### config.mk
export PLATFORM = sky130hd
export DESIGN_NAME = r2r_dac_wavegen
export DESIGN_NICKNAME = d
export VERILOG_FILES = /design/src/rtl/r2r_dac_wavegen.sv
export SDC_FILE = /design/constraint.sdc
export NUM_CORES = 1
export LEC_CHECK = 0
export CAP_MARGIN = 20
export CORE_MARGIN = 3
export CORE_UTILIZATION = 50
export DETAILED_ROUTE_END_ITERATION = 10
export GPL_TIMING_DRIVEN = 0
export PLACE_DENSITY_LB_ADDON = 0.2
export SETUP_SLACK_MARGIN = 0.02
export SYNTH_ARGS = -nofsm -noshare
export SYNTH_HDL_FRONTEND = slang
export SYNTH_SLANG_ARGS = --single-unit
### constraint.sdc
create_clock -name clk -period 2.79 [get_ports clk]
set_input_delay 0.558 -clock clk [delete_from_list [all_inputs] [get_ports clk]]
set_output_delay 0.558 -clock clk [all_outputs]
set_load 0.05 [all_outputs]
### src/rtl/r2r_dac_wavegen.sv
`timescale 1ns/1ps
// Divider-clocked phase accumulator producing saw/triangle/square/external samples
// for an N-bit R2R ladder, with binary-shift amplitude and a small register write port.
module r2r_dac_wavegen #(
  parameter  int unsigned WIDTH  = 8,
  parameter  int unsigned DIV_W  = 12,
  localparam int unsigned DATA_W = (WIDTH > DIV_W) ? WIDTH : DIV_W
) (
  input  logic              clk,
  input  logic              n_rst,
  input  logic              wr_en,
  input  logic [1:0]        wr_addr,
  input  logic [DATA_W-1:0] wr_data,
  input  logic [WIDTH-1:0]  ext_data,
  output logic              cnt_zero,
  output logic [WIDTH-1:0]  r2r_out
);

  typedef enum logic [1:0] {
    MODE_SAW    = 2'd0,
    MODE_TRI    = 2'd1,
    MODE_SQUARE = 2'd2,
    MODE_EXT    = 2'd3
  } mode_e;

  typedef enum logic [1:0] {
    ADDR_CTRL = 2'd0,
    ADDR_DIV  = 2'd1,
    ADDR_DUTY = 2'd2,
    ADDR_RSVD = 2'd3
  } addr_e;

  mode_e              mode_q, mode_d;
  logic               run_q, run_d;
  logic [2:0]         amp_q, amp_d;
  logic [DIV_W-1:0]   div_q, div_d;
  logic [WIDTH-1:0]   duty_q, duty_d;
  logic [WIDTH-1:0]   ph_q, ph_d;
  logic [DIV_W-1:0]   cnt_q, cnt_d;
  logic               cnt_zero_q, cnt_zero_d;
  logic [WIDTH-1:0]   r2r_q, r2r_d;
  logic               phase_clr;
  logic [WIDTH-1:0]   wave;

  always_comb begin
    mode_d     = mode_q;
    run_d      = run_q;
    amp_d      = amp_q;
    div_d      = div_q;
    duty_d     = duty_q;
    ph_d       = ph_q;
    cnt_d      = cnt_q;
    cnt_zero_d = 1'b0;
    phase_clr  = 1'b0;

    if (wr_en) begin
      case (addr_e'(wr_addr))
        ADDR_CTRL: begin
          mode_d    = mode_e'(wr_data[1:0]);
          run_d     = wr_data[2];
          amp_d     = wr_data[5:3];
          phase_clr = wr_data[6];
        end
        ADDR_DIV:  div_d  = wr_data[DIV_W-1:0];
        ADDR_DUTY: duty_d = wr_data[WIDTH-1:0];
        default: ;
      endcase
    end

    // Tick decisions use the pre-write register values; a DIV write only
    // affects the reload at the next tick, so the running period completes.
    if (phase_clr) begin
      ph_d  = '0;
      cnt_d = '0;
    end else if (run_q) begin
      if (cnt_q == '0) begin
        cnt_d      = div_q;
        ph_d       = ph_q + WIDTH'(1);
        cnt_zero_d = 1'b1;
      end else begin
        cnt_d = cnt_q - DIV_W'(1);
      end
    end

    case (mode_q)
      MODE_SAW:    wave = ph_q;
      MODE_TRI:    wave = ph_q[WIDTH-1] ? ~{ph_q[WIDTH-2:0], 1'b0}
                                        :  {ph_q[WIDTH-2:0], 1'b0};
      MODE_SQUARE: wave = (ph_q < duty_q) ? '1 : '0;
      default:     wave = ext_data;
    endcase

    r2r_d = wave >> amp_q;
  end

  always_ff @(posedge clk or negedge n_rst) begin
    if (!n_rst) begin
      mode_q     <= MODE_SAW;
      run_q      <= 1'b0;
      amp_q      <= '0;
      div_q      <= '0;
      duty_q     <= {1'b1, {(WIDTH-1){1'b0}}};
      ph_q       <= '0;
      cnt_q      <= '0;
      cnt_zero_q <= 1'b0;
      r2r_q      <= '0;
    end else begin
      mode_q     <= mode_d;
      run_q      <= run_d;
      amp_q      <= amp_d;
      div_q      <= div_d;
      duty_q     <= duty_d;
      ph_q       <= ph_d;
      cnt_q      <= cnt_d;
      cnt_zero_q <= cnt_zero_d;
      r2r_q      <= r2r_d;
    end
  end

  assign cnt_zero = cnt_zero_q;
  assign r2r_out  = r2r_q;

endmodule

==> summary.md, run 1 <==
| Metric | Value |
|---|---|
| Outcome | `complete, no violations` |
| Clock share of power | `0.187` |
| Slew Limit Fails | `0` |
| Share of layout cells above drive strength 1 | `0.123` |
| Worst setup EP type | `flip-flop` |
| Vias in the first global route | `approximately 2400` |
| Predominant post-synthesis flop cell | `dfrtp_1` |
| Crit path max fanout | `9` |
| RSZ-0062 raised after global routing | `yes` |
| Sw frac | `0.386` |
| Sequential standard cell area | `about 0.0014 mm2` |
| Die Y | `~85 um` |
| Total global-route track usage | `0.205` |
| CTS Hold Bufs | `0` |
| Seq/Total Area, Yosys | `0.444` |
| DR pass1 iterations | `4` |
| Fillers | `538` |
| Fin util | `0.614` |
| Max Clk Rate | `approximately 380 MHz` |
| Worst-margin pin slew | `slightly above 0.8 ns` |
| Nets@finish | `roughly 400` |
| Yosys reg bits | `55` |
| Mapped Cells | `325` |
| Post-CTS sizing | `0` |
| Largest net degree at the start of global routing | `31` |
| First-pass GRT wire length | `between 10000 and 15000 um` |
| MaxCap Viol Count | `0` |
| Initial drt markers | `approximately 170` |
| CTS max path bufs | `2` |
| Combinational share of power | `0.406` |
| Area delta synth->final | `17.8%` |
| Worst Skew | `0.00890 ns` |
| Setup tns final | `0 ns` |
| Core Region | `~0.0060 mm2` |
| GRT Residual Overflow | `0` |
| Total CTS buffers | `5` |
| Final ANT Viol Nets | `0` |
| VDD IR max | `about 0.45 mV` |
| Remaining DRCs | `0` |
| Post-synth EDFFs | `0` |
| Int Pwr | `approximately 1.8 mW` |
| Via/cell ratio | `roughly 5.8` |
| Worst reg-to-reg path cell count | `8` |
| WS Path Type | `flip-flop to flip-flop` |
| # IOs | `34` |
| Post-DP HPWL | `5220 um` |
| Multi-input logic area | `approximately 0.0016 mm2` |
| Fin crit share | `0.942` |
| Most frequent cells in the layout | `54 x dfrtp_1, 32 x clkdlybuf4s50_1, 30 x nor2_1, 27 x nand2_1, 23 x mux2_2` |
| TritonCTS Sinks | `55` |
| Post-CTS Repair Setup Buffers | `0` |
| Clock root buffer master | `clkbuf_8` |
| Initial antenna violation count | `0` |
| Starting density of the core | `0.521` |
| Die X | `approximately 85 um` |
| Async S/R FF share, synth | `1.00` |
| Slew margin rel. | `0.458` |
| Vias after detailed routing | `2566` |
| Most common cell after layout, fill and taps aside | `dfrtp_1` |
| Ys Warns | `0` |
| CTS tree | `done` |
| Site row count | `28` |
| Part of the power in registers | `0.407` |
| Final Setup Violations | `0` |
| Avg WL per Cell | `between 15 and 20 um` |
| Synthesized area per cell | `between 9 and 10 um2` |
| Die ar. | `0.00719 mm2` |
| Critical Path AT | `about 2.9 ns` |
| CP Launch Type | `flip-flop` |
| Final Hold Fails | `0` |
| Post-Syn Nets | `360` |
| Clk slew on worst S/H paths | `0.10 ns` |
| Req. time, crit path | `3.02 ns` |
| Placer congestion estimate | `roughly 0.94` |
| Cell Area, Synth | `0.00310 mm2` |
| Synth unique cells | `50` |
| WL final | `roughly 7000 um` |
| FF-to-FF setup slack | `~0.16 ns` |
| Power Density | `789 mW/mm2` |
| Psw | `1.11 mW` |
| Number of port buffers | `33` |
| # diodes | `0` |
| H-tree levels | `2` |
| Worst hold path type | `input pin to asynchronous set/reset pin` |
| Leakage | `between 1.5 and 2 nW` |
| Fin crit period | `around 2.6 ns` |
| Worst-Skew Late Latency | `0.31 ns` |
## cell type report
type | instances | area share
clock buffer | 5 | 0.0188
tap | 75 | 0.0257
multi-input combinational | 235 | 0.435
buffer | 19 | 0.0212
clock inverter | 3 | 0.0120
timing repair buffer | 34 | 0.0945
inverter | 16 | 0.0164
sequential | 55 | 0.377
## routing by layer
metal / part of all wire / vias to the layer above / global-route usage
li1: - / 1256 / -
met1: 0.49 / 1229 / 0.304
met2: 0.45 / 77 / 0.313
met3: 0.056 / 4 / 0.0373
met4: 0.0079 / 0 / 0.0446
met5: 0 / - / 0
## path summary, 6_finish.rpt
kind	from	endpoint
min	n_rst	div_q[9]
min reg2reg	duty_q[3]	duty_q[3]
max reg2reg	duty_q[7]	r2r_out[0]
min in group clk	duty_q[3]	duty_q[3]
max in group asynchronous	n_rst	mode_q[1]
max	duty_q[7]	r2r_out[0]
## cells in the mapped netlist, types with 3 or more instances
library cell | number | area, um2
nand2_1 | 27 | 101
and3_1 | 5 | 31.3
a22oi_1 | 4 | 30.0
nor3_1 | 6 | 30.0
ha_1 | 10 | 125
dfrtp_1 | 54 | 1350
buf_1 | 3 | 11.3
nand4_1 | 5 | 31.3
xnor2_1 | 7 | 61.3
nand3b_1 | 3 | 22.5
nand3_1 | 15 | 75.1
and2_1 | 4 | 25.0
clkbuf_1 | 11 | 41.3
a21oi_1 | 16 | 80.1
o21ai_0 | 22 | 110
inv_1 | 16 | 60.1
buf_2 | 5 | 25.0
a31oi_1 | 4 | 25.0
a211oi_1 | 13 | 97.6
xor2_1 | 5 | 43.8
mux2_2 | 23 | 259
nor2_1 | 30 | 113
## power by group through the flow
| stage | Sequential [mW] | Clock, mW | Combinational [mW] |
|---|---|---|---|
| after floorplan | 1.30 | 0 | 0.711 |
| after global placement | 1.18 | 0 | 1.14 |
| after detailed placement | 1.19 | 0 | 1.17 |
| after CTS | 1.17 | 0.546 | 1.18 |
| after global routing | 1.20 | 0.584 | 1.30 |
| final | 1.17 | 0.539 | 1.17 |
## flip-flops by register name (all words and copies together), names as in the netlist
signal,flops
run_q,1
r2r_out,8
ph_q,8
cnt_q,12
div_q,12
mode_q,2
duty_q,8
cnt_zero,1
amp_q,3
## kinds of logic after synthesis
| logic type | after synthesis | share of synthesized area |
|---|---|---|
| fa+ha+maj | 10 | 0.0403 |
| xor+xnor | 12 | 0.0339 |
| flops | 55 | 0.444 |
| simple gates | 109 | 0.173 |
| buf+inv | 35 | 0.0443 |
| compound gates | 78 | 0.168 |
| mux | 26 | 0.0971 |
## metrics by stage
step                setup WS, ns  hold slack, ns  total power [mW]  area, um2  cells
floorplan                  0.486           0.262              2.01       3100    325
global placement          -0.574           0.483              2.32       3530    433
detailed placement         0.200           0.493              2.36       3540    434
CTS                        0.165           0.261              2.89       3660    442
global route              0.0188           0.261              3.09       3660    442
finish                     0.163           0.239              2.89       3660    442
## worst max-delay path: stages, from the launching register on
cell and delay [ns]:
dfstp_2 0.55, inv_1 0.06, ha_1 0.35, a21o_1 0.19, a311oi_1 0.33, o31ai_2 0.23
and2_4 0.20, mux4_2 0.48, mux2i_1 0.16
No activity file was read; power rests on OpenSTA's default activity.
==> inputs of run 2 (changes only) <==
Settings changed: CORE_ASPECT_RATIO set to 2.
==> summary.md, run 2 (synthesis gave the netlist of run 1 again) <==
| Metric | Value |
|---|---|
| Outcome | `complete, no violations` |
| RSZ-0062 raised after global routing | `no` |
| Largest delay share family, worst path | `compound AO/OA/AOI/OAI gates` |
| Clk slew on worst S/H paths | `roughly 0.070 ns` |
| Met2 Resource Use GR | `0.428` |
| VDD IR max | `between 0.5 and 0.6 mV` |
| Worst setup EP type | `flip-flop` |
| Worst Skew | `between 0.009 and 0.01 ns` |
| WS Path Type | `flip-flop to flip-flop` |
| Final Hold Fails | `0` |
| Initial antenna violation count | `0` |
| MaxCap Viol Count | `0` |
| Fin crit period | `approximately 2.6 ns` |
| # diodes | `0` |
| First-pass GRT wire length | `~13000 um` |
| Slew Limit Fails | `0` |
| M1 GR Usage | `0.234` |
| Critical path buffers and inverters | `1` |
| Clock root buffer master | `clkbuf_16` |
| Crit path max fanout | `9` |
| Total CTS buffers | `5` |
| Post-CTS Repair Setup Buffers | `0` |
| Initial drt markers | `between 150 and 200` |
| Max Clk Rate | `approximately 380 MHz` |
| Crit-path cells | `inv_1 -> ha_1 -> a21o_1 -> a311oi_2 -> o31ai_4 -> and2_4 -> mux4_2 -> mux2i_1` |
| WL final | `approximately 8000 um` |
| Final ANT Viol Nets | `0` |
| Starting density of the core | `0.517` |
| Slew margin rel. | `0.376` |
| Worst hold path type | `input pin to asynchronous set/reset pin` |
| Die X | `61.7 um` |
| Placer congestion estimate | `a little over 0.9` |
| Final hold slack | `around 0.28 ns` |
| Nets@finish | `around 400` |
| DR pass1 iterations | `4` |
| Via/cell ratio | `a little over 6` |
| Req. time, crit path | `2.99 ns` |
| # IOs | `34` |
| TritonCTS Sinks | `55` |
| CTS Hold Bufs | `0` |
| Avg WL per Cell | `18.1 um` |
| Die ar. | `about 0.0072 mm2` |
| Vias in the first global route | `about 2800` |
| Leakage | `approximately 1.6 nW` |
| Critical Path AT | `roughly 2.8 ns` |
| Post-CTS sizing | `0` |
| Share of layout cells above drive strength 1 | `0.123` |
| Total global-route track usage | `0.240` |
| GRT Residual Overflow | `0` |
| Area delta synth->final | `20.2%` |
| Largest regs | `cnt_q x12, div_q x12` |
| Worst-margin pin slew | `about 0.93 ns` |
| PnR worst setup slack | `0.165 ns` |
| Most used routing layer | `met2` |
| Worst-Skew Late Latency | `~0.30 ns` |
| Design Area, Final | `0.00373 mm2` |
| Number of port buffers | `33` |
| Pwr Total | `~3.2 mW` |
| CTS max path bufs | `2` |
| Vias after detailed routing | `2642` |
| Most frequent cells in the layout | `54 x dfrtp_1, 32 x clkdlybuf4s50_1, 30 x nor2_1, 27 x nand2_1, 23 x mux2_2` |
| Power Density | `roughly 850 mW/mm2` |
| Placed instance area | `0.00353 mm2` |
| Final Setup Violations | `0` |
| H-tree levels | `2` |
| Remaining DRCs | `0` |
| Post-DP HPWL | `approximately 6000 um` |
| Largest net degree at the start of global routing | `29` |
| CTS tree | `done` |
| Critical Path Max Stage Delay | `~0.53 ns` |
| Slowest CP cell | `dfstp_2` |
| M3 GR Usage | `0.0319` |
| Core Region | `about 0.0060 mm2` |
| Site row count | `40` |
| Die Y | `approximately 120 um` |
| Most common cell after layout, fill and taps aside | `dfrtp_1` |
| CP Launch Type | `flip-flop` |
| Setup WS pre-CTS | `0.196 ns` |
| Fin crit share | `0.941` |
run 2: where the power goes:
group / total (mW) / leakage (nW) / switching (mW) / internal, mW
Clock: 0.799 / 0.0911 / 0.284 / 0.515
Sequential: 1.19 / 0.685 / 0.186 / 1.00
Combinational: 1.20 / 0.819 / 0.697 / 0.502
run 2: metal layers:
metal  wire length, um  share of wire
met5                 0              0
met4               441          0.057
met3               265          0.034
met2              4410           0.57
met1              2660           0.34
run 2: layout make-up:
cell class | count | area, um2
buffer | 19 | 77.6
clock buffer | 6 | 129
clock inverter | 2 | 60.1
fill | 500 | 2270
inverter | 16 | 60.1
multi-input combinational | 235 | 1600
sequential | 55 | 1380
tap | 63 | 78.8
timing repair buffer | 34 | 345
run 2: worst paths after layout:
check,startpoint,end,slack (ns),depth (start not counted)
setup / recovery,duty_q[7],r2r_out[0],0.17,8
min in group clk,duty_q[2],duty_q[2],0.51,1
hold reg to reg,duty_q[2],duty_q[2],0.51,1
hold / removal,n_rst,amp_q[2],0.28,1
max in group asynchronous,n_rst,duty_q[7],1.86,2
setup reg to reg,duty_q[7],r2r_out[0],0.17,8
run 2: stage by stage:
step                      setup TNS, ns  cells  utilization
after CTS                             0    430        0.619
after global placement           -29.74    421        0.585
after global routing                  0    430        0.621
after detailed placement              0    422        0.588
final                                 0    430        0.621
after floorplan                       0    325            -
